`src/rtl/inj_sched.sv`:
```
// inj_sched: injection scheduler sharing one router local-input port between
// N_SRC traffic-source ROM buffers (dataout_buf_*). Sources are granted
// round-robin in bursts of up to BURST words, with GAP idle cycles after each
// burst. The granted source's words are forwarded to the router with a
// registered output stage.
//
// Ports:
//   clk           clock
//   rst           synchronous active-low reset
//   start         1-cycle pulse, starts a run (only honoured in IDLE)
//   router_ready  router can accept; low pauses issue in the same cycle
//   src_dataout   source k word at [k*FLIT_W +: FLIT_W]
//   src_valid     per-source out_valid
//   src_enable    per-source enable, at most one bit high
//   flit_out      flit to router (holds last value when flit_valid=0)
//   flit_valid    flit_out valid
//   busy          high in SELECT/ISSUE/DRAIN/GAP
//   all_done      sticky, every source drained
//   err_stray     sticky, src_valid seen from a source that was not granted
module inj_sched #(
    parameter int N_SRC  = 4,
    parameter int FLIT_W = 20,
    parameter int WORDS  = 30,
    parameter int BURST  = 4,
    parameter int GAP    = 2
) (
    input  logic                    clk,
    input  logic                    rst,
    input  logic                    start,
    input  logic                    router_ready,
    input  logic [N_SRC*FLIT_W-1:0] src_dataout,
    input  logic [N_SRC-1:0]        src_valid,
    output logic [N_SRC-1:0]        src_enable,
    output logic [FLIT_W-1:0]       flit_out,
    output logic                    flit_valid,
    output logic                    busy,
    output logic                    all_done,
    output logic                    err_stray
);

    localparam int CW = $clog2(WORDS + 1);
    localparam int SW = (N_SRC > 1) ? $clog2(N_SRC) : 1;
    localparam int GW = (GAP > 0) ? $clog2(GAP + 1) : 1;

    typedef enum logic [2:0] {
        S_IDLE, S_SELECT, S_ISSUE, S_DRAIN, S_GAP, S_DONE
    } state_t;

    state_t                    state, state_nxt;
    logic [SW-1:0]             rr_ptr, sel, pick, idx;
    logic [N_SRC-1:0][CW-1:0]  remaining;
    logic [N_SRC-1:0]          primed;
    logic [CW-1:0]             quota;
    logic [GW-1:0]             gap_cnt;
    logic                      found, en, last_word, in_xfer, fwd;
    logic [N_SRC-1:0]          own;
    int                        j;

    // Round-robin search from rr_ptr for the first source with words left.
    always_comb begin
        found = 1'b0;
        pick  = rr_ptr;
        idx   = '0;
        j     = 0;
        for (int i = 0; i < N_SRC; i++) begin
            j = int'(rr_ptr) + i;
            if (j >= N_SRC) j = j - N_SRC;
            idx = SW'(j);
            if (!found && remaining[idx] != '0) begin
                found = 1'b1;
                pick  = idx;
            end
        end
    end

    assign en        = (state == S_ISSUE) && router_ready;
    // The first enable of a source only primes it, so it never ends a burst.
    assign last_word = en && primed[sel] && (quota == CW'(1));
    // Valid data from the granted source may arrive in ISSUE and one cycle later in DRAIN.
    assign in_xfer   = (state == S_ISSUE) || (state == S_DRAIN);
    assign fwd       = in_xfer && src_valid[sel];

    always_comb begin
        src_enable = '0;
        if (en) src_enable[sel] = 1'b1;
    end

    always_comb begin
        own = '0;
        if (in_xfer) own[sel] = 1'b1;
    end

    assign busy     = (state == S_SELECT) || (state == S_ISSUE) ||
                      (state == S_DRAIN)  || (state == S_GAP);
    assign all_done = (state == S_DONE);

    always_comb begin
        state_nxt = state;
        case (state)
            S_IDLE:   if (start) state_nxt = S_SELECT;
            S_SELECT: state_nxt = found ? S_ISSUE : S_DONE;
            S_ISSUE:  if (last_word) state_nxt = S_DRAIN;
            S_DRAIN:  state_nxt = (GAP > 0) ? S_GAP : S_SELECT;
            S_GAP:    if (gap_cnt <= GW'(1)) state_nxt = S_SELECT;
            S_DONE:   state_nxt = S_DONE;
            default:  state_nxt = S_IDLE;
        endcase
    end

    always_ff @(posedge clk) begin
        if (!rst) begin
            state      <= S_IDLE;
            rr_ptr     <= '0;
            sel        <= '0;
            quota      <= '0;
            gap_cnt    <= '0;
            primed     <= '0;
            flit_out   <= '0;
            flit_valid <= 1'b0;
            err_stray  <= 1'b0;
            for (int k = 0; k < N_SRC; k++) remaining[k] <= CW'(WORDS);
        end else begin
            state <= state_nxt;
            case (state)
                S_SELECT: begin
                    if (found) begin
                        sel <= pick;
                        if (int'(remaining[pick]) < BURST) quota <= remaining[pick];
                        else                               quota <= CW'(BURST);
                    end
                end
                S_ISSUE: begin
                    if (en) begin
                        if (!primed[sel]) begin
                            primed[sel] <= 1'b1;
                        end else begin
                            if (quota != '0)          quota          <= quota - 1'b1;
                            if (remaining[sel] != '0) remaining[sel] <= remaining[sel] - 1'b1;
                        end
                    end
                end
                S_DRAIN: begin
                    rr_ptr  <= (sel == SW'(N_SRC - 1)) ? '0 : sel + 1'b1;
                    gap_cnt <= GW'(GAP);
                end
                S_GAP: begin
                    if (gap_cnt != '0) gap_cnt <= gap_cnt - 1'b1;
                end
                default: ;
            endcase

            flit_valid <= fwd;
            if (fwd) flit_out <= src_dataout[sel*FLIT_W +: FLIT_W];
            if (|(src_valid & ~own)) err_stray <= 1'b1;
        end
    end

endmodule
```
`config.mk`:
```
export PLATFORM = sky130hd
export DESIGN_NAME = inj_sched
export DESIGN_NICKNAME = d
export VERILOG_FILES = /design/src/rtl/inj_sched.sv
export SDC_FILE = /design/constraint.sdc
export NUM_CORES = 1
export LEC_CHECK = 0
export ABC_CLOCK_PERIOD_IN_PS = 2400
export CORE_ASPECT_RATIO = 0.7
export CORE_MARGIN = 2
export CORE_UTILIZATION = 25
export DETAILED_ROUTE_END_ITERATION = 10
export SLEW_MARGIN = 30
export SYNTH_ARGS = -nofsm -noshare
export SYNTH_HDL_FRONTEND = slang
export SYNTH_SLANG_ARGS = --single-unit
```
`constraint.sdc`:
```
create_clock -name clk -period 2.4 [get_ports clk]
set_clock_uncertainty 0.15 [all_clocks]
set_input_delay 0.36 -clock clk [delete_from_list [all_inputs] [get_ports clk]]
set_output_delay 0.36 -clock clk [all_outputs]
set_load 0.03 [all_outputs]
```
Word level (Yosys, flattened, before mapping)
Index checks and enable logic that the tools add are counted.
{"block": "totals", "word_cells": 139, "input_bits": 88, "reg_bits": 60, "out_inout_bits": 28}
{"block": "classes", "add_sub_neg": 11, "bitwise_logic": 4, "n_shift": 1, "magnitude_cmp": 13, "reduce_logical": 32, "eq_ne": 15, "n_mux": 49, "mul": 1}
{"cell": "$shiftx A80 B8 Y20", "count": 1}
{"cell": "$bmux W5 S2", "count": 6}
{"cell": "$mux W5", "count": 12}
{"cell": "$reduce_bool A5 Y1", "count": 6}
{"cell": "$bwmux W20", "count": 1}
{"cell": "$mux W2", "count": 10}
{"cell": "$lt A2 B3 Y1 const B", "count": 6}
{"cell": "$pmux W3 S6", "count": 1}
{"cell": "$mux W3", "count": 4}
{"cell": "$demux W5 S2", "count": 1}
{"cell": "$pmux W5 S2", "count": 1}
{"cell": "$sub A2 B1 Y2 const B", "count": 5}
{"cell": "$sub A5 B1 Y5 const B", "count": 2}
{"cell": "$ge A3 B3 Y1 const B", "count": 3}
{"cell": "$logic_and A1 B1 Y1", "count": 8}
{"cell": "$mux W4", "count": 2}
{"cell": "$ne A2 B1 Y1 const B", "count": 4}
{"cell": "$ne A2 B2 Y1 const B", "count": 4}
{"cell": "$mux W1", "count": 7}
{"cell": "$add A2 B2 Y3 const B", "count": 2}
{"cell": "$eq A3 B2 Y1 const B", "count": 2}
{"cell": "$eq A3 B3 Y1 const B", "count": 2}
{"cell": "$reduce_and A3 Y1", "count": 2}
{"cell": "$reduce_bool A2 Y1", "count": 3}
{"cell": "24 further kinds", "count": 31}

Longest topological paths before layout
{"block": "depth", "depth_word": 21, "depth_mapped": 10, "mapped_depth_nobuf": 8}

Least setup slack after synthesis
Ideal clock, no wire load.
{"block": "synth_timing", "path_type": "reg-to-reg", "from": "register sel[0]", "to": "register remaining[13] (netlist name)", "slack_ns": 0.038, "setup_time_ns": 0.129, "required_time_ns": 2.121, "t_arrival_ns": 2.083, "path_stages_with_launch": 10, "period_less_slack_ns": 2.362, "path_buffers": 2, "path_cell_list": "dfxtp_1 > buf_6 > buf_6 > mux2_2 > o21ai_1 > ha_1 > a31oi_2 > nand2_2 > mux2i_1 > nand2_1"}
{"block": "synth_between", "elab_chain_cells": 5, "elab_cells_between_ends": 13, "cone_classes": "add/sub: 1; order compare: 2; mux: 7; reduce/logical: 3"}
{"element": "start, declared", "line_no": "50", "rtl": "logic [SW-1:0] rr_ptr, sel, pick, idx;"}
{"element": "start signal, assigned", "line_no": "127", "rtl": "sel <= pick;"}
{"element": "branches (longest 5 deep; another with $sub A5 B1 Y5)"}
{"element": "end, declared", "line_no": "51", "rtl": "logic [N_SRC-1:0][CW-1:0] remaining;"}
Several ways; the timed one is not identified. The select of a mux whose other input is x is not followed.
A chain may end at the register's enable or synchronous reset.

Worst setup path after layout
{"block": "layout_timing", "from": "register remaining[17] (netlist name)", "to": "register quota[0]"}
{"block": "layout_between", "elab_chain_cells": 19, "elab_cells_between_ends": 34, "cone_classes": "order compare: 1; eq/ne: 1; mux: 21; reduce/logical: 11"}
{"element": "$bmux W5 S2", "line_no": "69", "rtl": "if (!found && remaining[idx] != '0) begin"}
{"element": "$mux W5 (implied by the code)", "line_no": "69"}
{"element": "$reduce_bool A5 Y1", "line_no": "69"}
{"element": "$mux W1", "line_no": "69"}
{"element": "$logic_not A1 Y1", "line_no": "69"}
{"element": "$logic_and A1 B1 Y1", "line_no": "69"}
{"element": "$mux W1", "line_no": "69"}
{"element": "$logic_not A1 Y1", "line_no": "69"}
{"element": "[... 3 more ...]"}
{"element": "$logic_and A1 B1 Y1", "line_no": "69"}
{"element": "$mux W2", "line_no": "69"}
{"element": "$bmux W5 S2", "line_no": "128", "rtl": "if (int'(remaining[pick]) < BURST) quota <= remaining[pick];"}
{"element": "$mux W5 (implied by the code)", "line_no": "128"}
{"element": "$lt A5 B3 Y1", "line_no": "128"}
{"element": "$mux W5", "line_no": "128"}
{"element": "$mux W5", "line_no": "126", "rtl": "if (found) begin"}
{"element": "$pmux W5 S2", "line_no": "124", "rtl": "case (state)"}
{"element": "end signal, assigned", "line_no": "129", "rtl": "else quota <= CW'(BURST);"}
{"element": "end signal, assigned", "line_no": "137", "rtl": "if (quota != '0) quota <= quota - 1'b1;"}
{"element": "end, declared", "line_no": "53", "rtl": "logic [CW-1:0] quota;"}
Parallel ways exist; a longest one is shown, timed or not. The select of a mux whose other input is x is not followed.

==> flow_summary_export.csv <==
group,metric,value,unit
run_status,run_status,"completed",
finish,synth_to_final_area_change,51.8,%
finish,antenna_cells_inserted,0,
clock_tree,cts-resized-gates,2,
yosys,synthTopCellsByArea,"dfxtp_1 34%, mux4_2 17%, mux2i_1 11%",
yosys,postSynthRegisterBits,60,
timing,fin_worst_hold_slack,316,ps
timing,final.setup.tns,0,ps
clock_tree,clockBufferDepth,2,
floorplanning,rows,36,
yosys,postSynthNetCount,458,
setup_path,critPathCaptureType,"flop",
detailed_routing,drc_violations,0,
hold_path,hold_path_class,"flop to flop",
finish,core_util_final,0.385,
floorplanning,core_area,13800,sq um
global_routing,gr-usage-all-layers,0.147,
yosys,synth.cell_area,3510,sq um
timing,post-route-period-util,0.939,
setup_path,worst_ep_arrival_time,2330,ps
clock_tree,clk-insertion-delay-late,330,ps
timing,period_minus_ws_final,2250,ps
timing,rsz0062_at_grt,"no",
timing,tightestPinTransition,444,ps
power_and_ir_drop,p_total,2.96,mW
detailed_routing,routed_wire_length_per_instance,16.0,microns
timing,slew_headroom,0.702,
clock_tree,cts.htree.levels,3,
floorplanning,io_pins,116,
setup_path,critical_path.max_fanout,7,
global_routing,grt_antenna_before_repair,0,
finish,area_used_by_multi_input_combinational_logic,2200,sq um
detailed_routing,wirelength_routed,10.9,mm
yosys,ys_dominant_reg_cell,"dfxtp_1",
global_routing,grt_first_pass_wirelength,17.0,mm
setup_path,critPathRequiredTime,2470,ps
yosys,synth_warnings,0,
timing,max_freq,0.444,GHz
yosys,synth.avg_cell_area,9.77,sq um
placed_design,place.detailed.hpwl,8.20,mm
setup_path,startpoint_type,"flop",
yosys,synth_top_area_cell,"dfxtp_1",
timing,finalMaxSlewViolations,0,
clock_tree,cts_inserted_buffers,9,
clock_tree,ctsHoldBuffers,0,
power_and_ir_drop,worst_ir_drop_vdd,0.254,mV
detailed_routing,routed-via-count,3212,
yosys,syn_inst,359,
global_routing,grt_overflow,0,
yosys,synth_async_sr_flop_share,0,
clock_tree,cts_num_sinks,60,
global_routing,grt_max_degree,42,
yosys,synth-edff-count,0,
floorplanning,die_h,103,microns
global_routing,grt_pass1_vias,3180,
clock_tree,cts_post_setup_buffers_inserted,0,
clock_tree,tritoncts_clock_tree,"done",
detailed_routing,drt.antenna.violating_nets,0,
placed_design,gp_routability_congestion,0.903,
finish,nets,585,
power_and_ir_drop,areal_power_density_over_the_cells,556,nW/um^2
yosys,yosys.cell_types.count,48,
clock_tree,clockRootBuffer,"clkbuf_16",
finish,post_route_cells_drive_above_1_share,0.185,
detailed_routing,drt-vias-per-instance,4.72,
floorplanning,initial_cell_density_of_the_core,0.254,
setup_path,reg2reg_depth,8,
placed_design,placement.io_buffers,115,
detailed_routing,initialDrtViolationCount,222,
timing,setup_viol,0,
power_and_ir_drop,leakage,2.18,nW
finish,regArea,1210,sq um
yosys,yosys.area.top_type_share,0.343,
clock_tree,clk_pin_slew_worst_paths,60,ps
floorplanning,design.die.area,15000,sq um
flow_run,maxCapViolCount,0,
detailed_routing,drtPass1Iterations,4,
yosys,ys_seq_area_frac,0.343,
floorplanning,dieWidth,146,microns
timing,hold_violations,0,
finish,fillCellCount,1383,
setup_path,setup.worst_path.class,"flop to flop",
hold_path,worst_hold_path.num_cells,2,
worst paths after layout:
kind | startpoint | slack, ps | endpoint
max | remaining[17] | 150 | quota[0]
min | primed[3] | 320 | primed[3]
max reg2reg | remaining[17] | 150 | quota[0]
min reg2reg | primed[3] | 320 | primed[3]
metrics by stage:
| step | worst slack [ps] | cells | cell area (sq um) |
|---|---|---|---|
| CTS | 11.2 | 681 | 5280 |
| finish | 146 | 681 | 5320 |
| detailed placement | 18.3 | 665 | 4970 |
| global route | 8.72 | 681 | 5320 |
| floorplan | 37.8 | 359 | 3510 |
| global placement | 80.1 | 665 | 4970 |
synth_stat cells (2+ instances only):
master    count
a211o_1       2
a21oi_1      20
a221oi_1      2
a32oi_1       2
and2_1        3
and3_1        5
buf_2         5
buf_6         3
clkbuf_1     10
dfxtp_1      60
ha_1         11
inv_1        10
mux2_2        2
mux2i_1      38
mux4_2       26
nand2_1      36
nand2_2       4
nand2b_1      2
nand3_1      13
nand3_2       2
nand4_1       3
nand4b_1      2
nor2_1       55
nor3_1        5
nor3_2        3
nor3b_2       2
o211ai_1      4
o21ai_0       3
o21ai_1       2
o32ai_1       2
xnor2_1       3
xor2_1        3
sequential cells by signal, indices dropped and copies added, names as in the netlist:
signal	count
state	3
gap_cnt	2
flit_valid	1
sel	2
quota	5
remaining	20
err_stray	1
flit_out	20
rr_ptr	2
primed	4
critical path, cell delays in order (launching register included):
cell      delay, ps
dfxtp_1         350
nor3_2          250
buf_4           160
a21boi_0         70
o21ai_1         170
nand3_2         200
mux2i_1         170
mux2_2          300
o32ai_1         320
cells by family (layout without fill, tap and decap cells):
group / Yosys count / in the layout / synth area share
AND/OR/NAND/NOR: 138 / 138 / 0.186
multiplexers: 66 / 66 / 0.282
flip-flops: 60 / 60 / 0.343
AO/OA/AOI/OAI: 48 / 48 / 0.0942
buffers and inverters: 30 / 162 / 0.0414
adder cells (fa/ha/maj): 11 / 11 / 0.0393
XOR/XNOR: 6 / 6 / 0.0150
area by class of cell:
cell class	count	share of cell area
repair buffers	136	0.252
inverters	10	0.00705
multi-input cells	269	0.413
well taps	190	0.0447
clock inverters	7	0.0141
flip-flops and latches	60	0.227
clock buffers	9	0.0423
power breakdown:
group / internal, mW / switching (mW) / leakage [nW]
combinational: 0.317 / 0.265 / 1.54
clock: 0.808 / 0.491 / 0.150
sequential: 1.04 / 0.0402 / 0.488
layer usage:
| layer | up-vias | global-route usage | share of wire |
|---|---|---|---|
| li1 | 1560 | - | - |
| met1 | 1520 | 0.191 | 0.46 |
| met2 | 123 | 0.235 | 0.46 |
| met3 | 9 | 0.0460 | 0.072 |
| met4 | 0 | 0.0505 | 0.010 |
| met5 | - | 0 | 0 |
layout by cell type, fill, tap and decap left out, types with 3 or more instances in the layout:
| cell type | Yosys | final |
|---|---|---|
| a21oi_1 | 20 | 20 |
| and2_1 | 3 | 3 |
| and3_1 | 5 | 5 |
| buf_12 | 0 | 3 |
| buf_4 | 1 | 22 |
| clkbuf_16 | 0 | 9 |
| clkdlybuf4s50_1 | 0 | 109 |
| clkinv_4 | 0 | 3 |
| dfxtp_1 | 60 | 57 |
| ha_1 | 11 | 11 |
| inv_1 | 10 | 10 |
| mux2i_1 | 38 | 38 |
| mux4_2 | 26 | 26 |
| nand2_1 | 36 | 36 |
| nand2_2 | 4 | 4 |
| nand3_1 | 13 | 13 |
| nand4_1 | 3 | 3 |
| nor2_1 | 55 | 54 |
| nor3_1 | 5 | 4 |
| nor3_2 | 3 | 3 |
| o211ai_1 | 4 | 4 |
| xnor2_1 | 3 | 3 |
| xor2_1 | 3 | 3 |
No activity file was read; power rests on OpenSTA's default activity.
